`src/rtl/nn_pkg.sv`:
```
// Shared types, defaults and the saturating narrow used by the layer engine.
package nn_pkg;

    typedef enum logic [1:0] {
        ACT_ID    = 2'd0,
        ACT_RELU  = 2'd1,
        ACT_LEAKY = 2'd2,
        ACT_RSVD  = 2'd3
    } act_mode_t;

    typedef enum logic [2:0] {
        S_IDLE = 3'd0,
        S_MAC  = 3'd1,
        S_WB   = 3'd2,
        S_OUT  = 3'd3,
        S_DONE = 3'd4
    } engine_state_t;

    function automatic int acc_width(input int bit_size, input int layer_size);
        return 2 * bit_size + $clog2(layer_size);
    endfunction

    localparam int DEF_BIT_SIZE   = 16;
    localparam int DEF_LAYER_SIZE = 4;
    localparam int DEF_ACC_W      = acc_width(DEF_BIT_SIZE, DEF_LAYER_SIZE);

    // Clamp a sign-extended value into the signed range of 'bits' bits.
    function automatic logic signed [63:0] sat_to_bits(input logic signed [63:0] v,
                                                       input int unsigned      bits);
        logic signed [63:0] hi;
        logic signed [63:0] lo;
        hi = (64'sd1 <<< (bits - 1)) - 64'sd1;
        lo = -hi - 64'sd1;
        if (v > hi) return hi;
        if (v < lo) return lo;
        return v;
    endfunction

endpackage

```
`src/rtl/nn_mac_unit.sv`:
```
// Time-multiplexed multiply-accumulate with floor shift, activation and saturation.
module nn_mac_unit
    import nn_pkg::*;
#(
    parameter int BIT_SIZE   = 16,
    parameter int FRAC_BITS  = 8,
    parameter int ACC_W      = DEF_ACC_W
) (
    input  logic                       clk,
    input  logic                       rst,
    input  logic                       clr,
    input  logic                       acc_en,
    input  logic signed [BIT_SIZE-1:0] w,
    input  logic signed [BIT_SIZE-1:0] a,
    input  act_mode_t                  act_mode,
    output logic signed [BIT_SIZE-1:0] result
);

    logic signed [2*BIT_SIZE-1:0] w_ext, a_ext, prod;
    logic signed [ACC_W-1:0]      prod_ext, acc_q, shifted, activ;

    assign w_ext    = {{BIT_SIZE{w[BIT_SIZE-1]}}, w};
    assign a_ext    = {{BIT_SIZE{a[BIT_SIZE-1]}}, a};
    assign prod     = w_ext * a_ext;
    assign prod_ext = {{(ACC_W-2*BIT_SIZE){prod[2*BIT_SIZE-1]}}, prod};

    // Accumulator is cleared on abort so a restarted run never sees a stale partial sum.
    always_ff @(posedge clk or negedge rst) begin
        if (!rst) begin
            acc_q <= '0;
        end else if (clr) begin
            acc_q <= '0;
        end else if (acc_en) begin
            acc_q <= acc_q + prod_ext;
        end
    end

    assign shifted = acc_q >>> FRAC_BITS;

    always_comb begin
        activ = shifted;
        case (act_mode)
            ACT_RELU:  if (shifted[ACC_W-1]) activ = '0;
            ACT_LEAKY: if (shifted[ACC_W-1]) activ = shifted >>> 3;
            default:   activ = shifted;
        endcase
    end

    assign result = BIT_SIZE'(sat_to_bits({{(64-ACC_W){activ[ACC_W-1]}}, activ}, BIT_SIZE));

endmodule

```
`src/rtl/nn_layer_engine.sv`:
```
// Sequenced fully-connected inference engine: weight memory, ping-pong activations,
// one shared MAC and a valid/ready output stream of the final layer.
module nn_layer_engine
    import nn_pkg::*;
#(
    parameter  int BIT_SIZE    = 16,
    parameter  int LAYER_SIZE  = 4,
    parameter  int LAYER_DEPTH = 4,
    parameter  int FRAC_BITS   = 8,
    localparam int LW          = $clog2(LAYER_DEPTH),
    localparam int NW          = $clog2(LAYER_SIZE),
    localparam int CW          = $clog2(LAYER_DEPTH + 1)
) (
    input  logic                       clk,
    input  logic                       rst,
    input  logic                       w_we,
    input  logic [LW-1:0]              w_layer,
    input  logic [NW-1:0]              w_node,
    input  logic [NW-1:0]              w_src,
    input  logic signed [BIT_SIZE-1:0] w_data,
    input  logic                       x_we,
    input  logic [NW-1:0]              x_idx,
    input  logic signed [BIT_SIZE-1:0] x_data,
    input  logic [CW-1:0]              n_layers,
    input  logic [1:0]                 act_mode,
    input  logic                       start,
    output logic                       busy,
    output logic                       done,
    output logic                       y_valid,
    input  logic                       y_ready,
    output logic [NW-1:0]              y_idx,
    output logic signed [BIT_SIZE-1:0] y_data
);

    localparam logic [NW-1:0] NODE_LAST = NW'(LAYER_SIZE - 1);

    logic signed [BIT_SIZE-1:0] wmem [LAYER_DEPTH][LAYER_SIZE][LAYER_SIZE];
    logic signed [BIT_SIZE-1:0] act  [2][LAYER_SIZE];

    engine_state_t state;
    act_mode_t     act_q;
    logic [CW-1:0] eff, eff_in;
    logic [LW-1:0] layer;
    logic [NW-1:0] node, src, k;
    logic          cur;
    logic signed [BIT_SIZE-1:0] mac_result;

    assign eff_in = (n_layers > CW'(LAYER_DEPTH)) ? CW'(LAYER_DEPTH) : n_layers;

    nn_mac_unit #(
        .BIT_SIZE  (BIT_SIZE),
        .FRAC_BITS (FRAC_BITS),
        .ACC_W     (acc_width(BIT_SIZE, LAYER_SIZE))
    ) u_mac (
        .clk      (clk),
        .rst      (rst),
        .clr      (state == S_WB),
        .acc_en   (state == S_MAC),
        .w        (wmem[layer][node][src]),
        .a        (act[cur][src]),
        .act_mode (act_q),
        .result   (mac_result)
    );

    // Memories are never reset; host writes are accepted only while idle.
    always_ff @(posedge clk) begin
        if (state == S_IDLE && w_we) wmem[w_layer][w_node][w_src] <= w_data;
        if (state == S_IDLE && x_we) act[1'b0][x_idx] <= x_data;
        if (state == S_WB)           act[~cur][node] <= mac_result;
    end

    always_ff @(posedge clk or negedge rst) begin
        if (!rst) begin
            state   <= S_IDLE;
            act_q   <= ACT_ID;
            eff     <= '0;
            layer   <= '0;
            node    <= '0;
            src     <= '0;
            k       <= '0;
            cur     <= 1'b0;
            busy    <= 1'b0;
            done    <= 1'b0;
            y_valid <= 1'b0;
        end else begin
            done <= 1'b0;
            case (state)
                S_IDLE: begin
                    if (start) begin
                        act_q <= act_mode_t'(act_mode);
                        eff   <= eff_in;
                        layer <= '0;
                        node  <= '0;
                        src   <= '0;
                        k     <= '0;
                        cur   <= 1'b0;
                        busy  <= 1'b1;
                        if (eff_in == '0) begin
                            state   <= S_OUT;
                            y_valid <= 1'b1;
                        end else begin
                            state <= S_MAC;
                        end
                    end
                end
                S_MAC: begin
                    src <= (src == NODE_LAST) ? '0 : src + NW'(1);
                    if (src == NODE_LAST) state <= S_WB;
                end
                S_WB: begin
                    state <= S_MAC;
                    if (node == NODE_LAST) begin
                        // Freshly written bank becomes the source of the next layer.
                        node <= '0;
                        cur  <= ~cur;
                        if (CW'(layer) == eff - CW'(1)) begin
                            state   <= S_OUT;
                            y_valid <= 1'b1;
                        end else begin
                            layer <= layer + LW'(1);
                        end
                    end else begin
                        node <= node + NW'(1);
                    end
                end
                S_OUT: begin
                    if (y_ready) begin
                        if (k == NODE_LAST) begin
                            k       <= '0;
                            y_valid <= 1'b0;
                            busy    <= 1'b0;
                            done    <= 1'b1;
                            state   <= S_DONE;
                        end else begin
                            k <= k + NW'(1);
                        end
                    end
                end
                S_DONE:  state <= S_IDLE;
                default: state <= S_IDLE;
            endcase
        end
    end

    assign y_idx  = k;
    assign y_data = y_valid ? act[cur][k] : '0;

endmodule

```
`config.mk`:
```
export PLATFORM = sky130hd
export DESIGN_NAME = nn_layer_engine
export DESIGN_NICKNAME = d
export VERILOG_FILES = /design/src/rtl/nn_pkg.sv /design/src/rtl/nn_mac_unit.sv /design/src/rtl/nn_layer_engine.sv
export SDC_FILE = /design/constraint.sdc
export NUM_CORES = 2
export LEC_CHECK = 0
export ABC_AREA = 0
export BUFFER_PORTS_ARGS = -buffer_cell sky130_fd_sc_hd__buf_4
export CAP_MARGIN = 20
export CORE_MARGIN = 4
export CORE_UTILIZATION = 50
export DETAILED_ROUTE_END_ITERATION = 6
export GPL_TIMING_DRIVEN = 0
export MAX_ROUTING_LAYER = met4
export PLACE_DENSITY_LB_ADDON = 0.2
export SYNTH_ARGS = -nofsm -noshare
export SYNTH_HDL_FRONTEND = slang
export SYNTH_SLANG_ARGS = --single-unit
```
`constraint.sdc`:
```
create_clock -name clk -period 11.85 [get_ports clk]
set_clock_uncertainty 0.15 [all_clocks]
set_input_delay 2.37 -clock clk [delete_from_list [all_inputs] [get_ports clk]]
set_output_delay 2.37 -clock clk [all_outputs]
set_load 0.01 [all_outputs]
```
==> impl_summary.log <==
INFO  metric outcome = finished, final reports clean
INFO  metric coreArea = roughly 120,000 um^2
INFO  metric dieHeight = 351 um
INFO  metric global_route_wire_length_before_repair = ~230,000 um
INFO  metric global_route.usage.total = 0.273
INFO  metric timing.setup.critical_path_class = flop to flop
INFO  metric antenna_violating_nets_post_route = 0
INFO  metric number_of_levels_the_h_tree_was_split_into = 3
INFO  metric antenna_found_initial = 4
INFO  metric detail_route.wl_per_cell = 29.6 um
INFO  metric syn-mean-instance-area = 16.9 um^2
INFO  metric top_level_ports = just over 70
INFO  metric seq_area = 35,900 um^2
INFO  metric setup_viol = 0
INFO  metric maxCapViolations = 0
INFO  metric vias = 32,900
INFO  metric final-max-slew-violation-count = 0
INFO  metric first_global_vias = 33,500
INFO  metric seq_area_frac_synth = 0.610
INFO  metric die_area = 123,000 um^2
INFO  metric r2r_setup_slack = approximately 1.1 ns
INFO  metric tritoncts = yes
INFO  metric crit_path_frequent_cell = fa_1
INFO  metric achievable-frequency = 92.9 MHz
INFO  metric gp_congestion = 0.921
INFO  metric postSynth.asyncResetShare = 0.0448
INFO  metric synthCells = around 3,500
INFO  metric post_route_cells_drive_above_1_share = 0.225
INFO  metric synth_seq_cells = 1,206
INFO  metric synth_cell_type_count = 64
INFO  metric clk_root_buffer_cell = clkbuf_16
INFO  metric end_kind = flop
INFO  metric max_stage_delay = approximately 0.97 ns
INFO  metric hold_path_startpoint = eff[1]
INFO  metric worst_hold_path_type = flop to flop
INFO  metric synthFlopType = edfxtp_1
INFO  metric final_period_minus_worst_setup_slack = 10.77 ns
INFO  metric total_area_of_multi_input_combinational_cells = 21,100 um^2
INFO  metric drtIter0Drc = 3,961
INFO  metric whs_path_depth = 2
INFO  metric final_min_period_over_clock_period = 0.909
INFO  metric cell_at_the_slowest_stage_of_the_critical_path = clkbuf_1
INFO  metric final_net_count = 4,223
INFO  metric timing.critical_path.fanout_max = 10
INFO  metric port-buffer-count = about 70
INFO  metric cell_row_count = 125
INFO  metric synth_top_area_cells = edfxtp_1, mux4_2, fa_1
INFO  metric critical_path_required = 12.27 ns
INFO  metric maximum_number_of_pins_on_one_net_before_global_route_repair = 65
INFO  metric worstReg2RegStart = node[0]
INFO  metric rsz0062_at_grt = false
INFO  metric cts_made_buffers = 119
INFO  metric timing.critical_path.from_type = flop
INFO  metric final_hold_viol_count = 0
INFO  metric slew_headroom = 0.181
INFO  metric detailedRoute.firstPassIterationCount = 5
INFO  metric worst_hold_path.endpoint = eff[1]
INFO  metric numClockSinks = 1,206
INFO  metric synth.largest_area_cell = edfxtp_1
INFO  metric worst-slew-pin-transition = around 1.2 ns
INFO  metric reg2reg_to = u_mac.acc_q[33]
INFO  metric detail_route.wirelength = 159,000 um
INFO  metric initial_core_util = 0.506
INFO  metric clk_transition_reported_paths = 0.06 ns
INFO  metric cts_hold_buf = 0
INFO  metric synth-edff-count = 1,152
INFO  metric ctsLongestPathBuffers = 3
INFO  metric ys_warn_count = 0
INFO  metric ff2ff_path_depth = 29
INFO  metric insertion_delay = 0.75 ns
INFO  metric drt-vias-per-instance = 6.11
INFO  metric grt_overflow = 0
INFO  metric area_delta_synth_final = 13.9%
INFO  metric post-cts-setup-buffers = 0
INFO  metric setup_total_negative_slack = 0 ns
INFO  metric syn_area = 58,900 um^2
INFO  metric fillerInstances = ~8,700
INFO  metric cts_resized = 0
INFO  metric drt_drc_violations_left = 0
INFO  metric worstPathArrival = 11.19 ns
INFO  metric postSynthNetCount = roughly 4,000
INFO  metric die-width = approximately 350 um
INFO  metric yosysTopAreaCellShare = 0.587
INFO  metric detailed_place_hpwl = about 110,000 um
Yosys cell counts, types with 3 or more instances:
cell,count
mux2_2,35
nor2_1,269
or4_1,3
a32oi_1,3
edfxtp_1,1152
a211oi_1,31
o31ai_1,4
a22o_1,28
o21ai_2,4
mux4_2,345
a21o_1,19
and2_1,7
o21ai_4,7
buf_2,34
nand2_1,174
ha_1,111
inv_1,358
o21ai_0,78
nor3_1,12
o21ai_1,6
a32o_1,3
nand2b_1,29
clkbuf_1,82
nand3_1,22
o21bai_1,8
or2_2,4
a22oi_1,6
buf_6,5
a21oi_1,70
xor2_1,16
buf_4,16
nor4_1,7
dfrtp_1,54
nor2_2,7
and3_1,5
inv_2,10
a31oi_1,3
mux2i_1,37
buf_1,23
o21a_1,7
fa_1,305
xnor2_1,25
nor2b_1,33
cells in the final DEF, fill, tap and decap left out, types with 11 or more instances in the layout:
cell,netlist,layout
inv_1,358,358
nor2_2,7,66
xnor2_1,25,25
clkinv_2,0,21
nand2b_1,29,29
buf_8,0,33
a22o_1,28,28
fa_1,305,305
clkbuf_1,82,97
o21ai_0,78,76
mux4_2,345,345
nor2_1,269,202
xor2_1,16,16
nor2b_1,33,33
edfxtp_1,1152,1152
buf_4,16,93
a211oi_1,31,31
a21o_1,19,19
buf_16,0,33
buf_1,23,23
mux2_2,35,35
a21oi_1,70,70
buf_2,34,35
ha_1,111,111
clkinv_1,0,32
nand2_1,174,174
dfrtp_1,54,54
mux2i_1,37,37
bufinv_16,0,14
buf_6,5,11
nand3_1,22,22
clkbuf_16,0,121
registers in the layout, summed over array words and instances, names as in the netlist:
| signal | count |
|---|---|
| busy | 1 |
| u_mac.acc_q | 34 |
| act | 128 |
| layer | 2 |
| y_idx | 2 |
| cur | 1 |
| src | 2 |
| done | 1 |
| y_valid | 1 |
| wmem | 1024 |
| eff | 3 |
| act_q | 2 |
| state | 3 |
| node | 2 |
final cells by class:
| class | instances | area share |
|---|---|---|
| plain buffers | 160 | 0.0110 |
| flip-flops and latches | 1206 | 0.535 |
| diodes | 2 | 0.0000746 |
| repair buffers | 151 | 0.0307 |
| inverters | 368 | 0.0206 |
| multi-input cells | 1750 | 0.314 |
| clock buffers | 136 | 0.0459 |
| clock inverters | 88 | 0.0136 |
| well taps | 1524 | 0.0284 |
how the worst max path moves through the flow:
stage                     startpoint              end  depth (start not counted)
after floorplan             layer[0]  u_mac.acc_q[30]                         30
after global placement       node[0]  u_mac.acc_q[33]                         29
after detailed placement     node[0]  u_mac.acc_q[33]                         29
after CTS                    node[0]  u_mac.acc_q[33]                         29
after global routing         node[0]  u_mac.acc_q[33]                         29
final                        node[0]  u_mac.acc_q[33]                         29
metal layers:
metal / GRT usage / wire length, um / share of wire / vias to the layer above
met2: 0.428 / 77000 / 0.48 / 1616
met4: 0.0776 / 4880 / 0.031 / 0
met1: 0.378 / 63200 / 0.40 / 17500
li1: - / - / - / 13500
met5: - / 0 / 0 / -
met3: 0.0410 / 14200 / 0.089 / 254
through the flow:
step | hold slack, ns | instances | cell area (um^2) | utilization | setup WS (ns)
after floorplan | 0.300 | 3484 | 58900 | - | 3.72
after global placement | 0.333 | 5079 | 61400 | 0.527 | 1.28
after detailed placement | 0.326 | 5157 | 63100 | 0.542 | 1.22
after CTS | 0.341 | 5381 | 67100 | 0.576 | 1.29
after global routing | 0.375 | 5385 | 67100 | 0.576 | 0.856
final | 0.341 | 5385 | 67100 | 0.576 | 1.08
cells by family (layout without fill, tap and decap cells):
| kind of cell | Yosys count | count (layout) | synth area share |
|---|---|---|---|
| DFF | 1206 | 1206 | 0.610 |
| and+or+nand+nor | 584 | 584 | 0.0429 |
| buffers and inverters | 528 | 903 | 0.0360 |
| muxes | 417 | 417 | 0.145 |
| adders and majority gates | 416 | 416 | 0.127 |
| AOI/OAI and AO/OA | 292 | 292 | 0.0329 |
| xor gates and xnor gates | 41 | 41 | 0.00609 |
| other | 0 | 2 | 0 |
worst max-delay path, delay by kind of cell (launching register included):
family          cells  cell delay, ns
fa+ha+maj           7            3.42
compound gates      8            2.06
simple gates        3            0.38
buf+inv             8            3.16
mux                 2            0.76
xor+xnor            1            0.21
flops               1            0.49
Power is left out: the tool's default activity adds up to more than one toggle a clock period on the data nets, which glitch-free logic cannot reach.
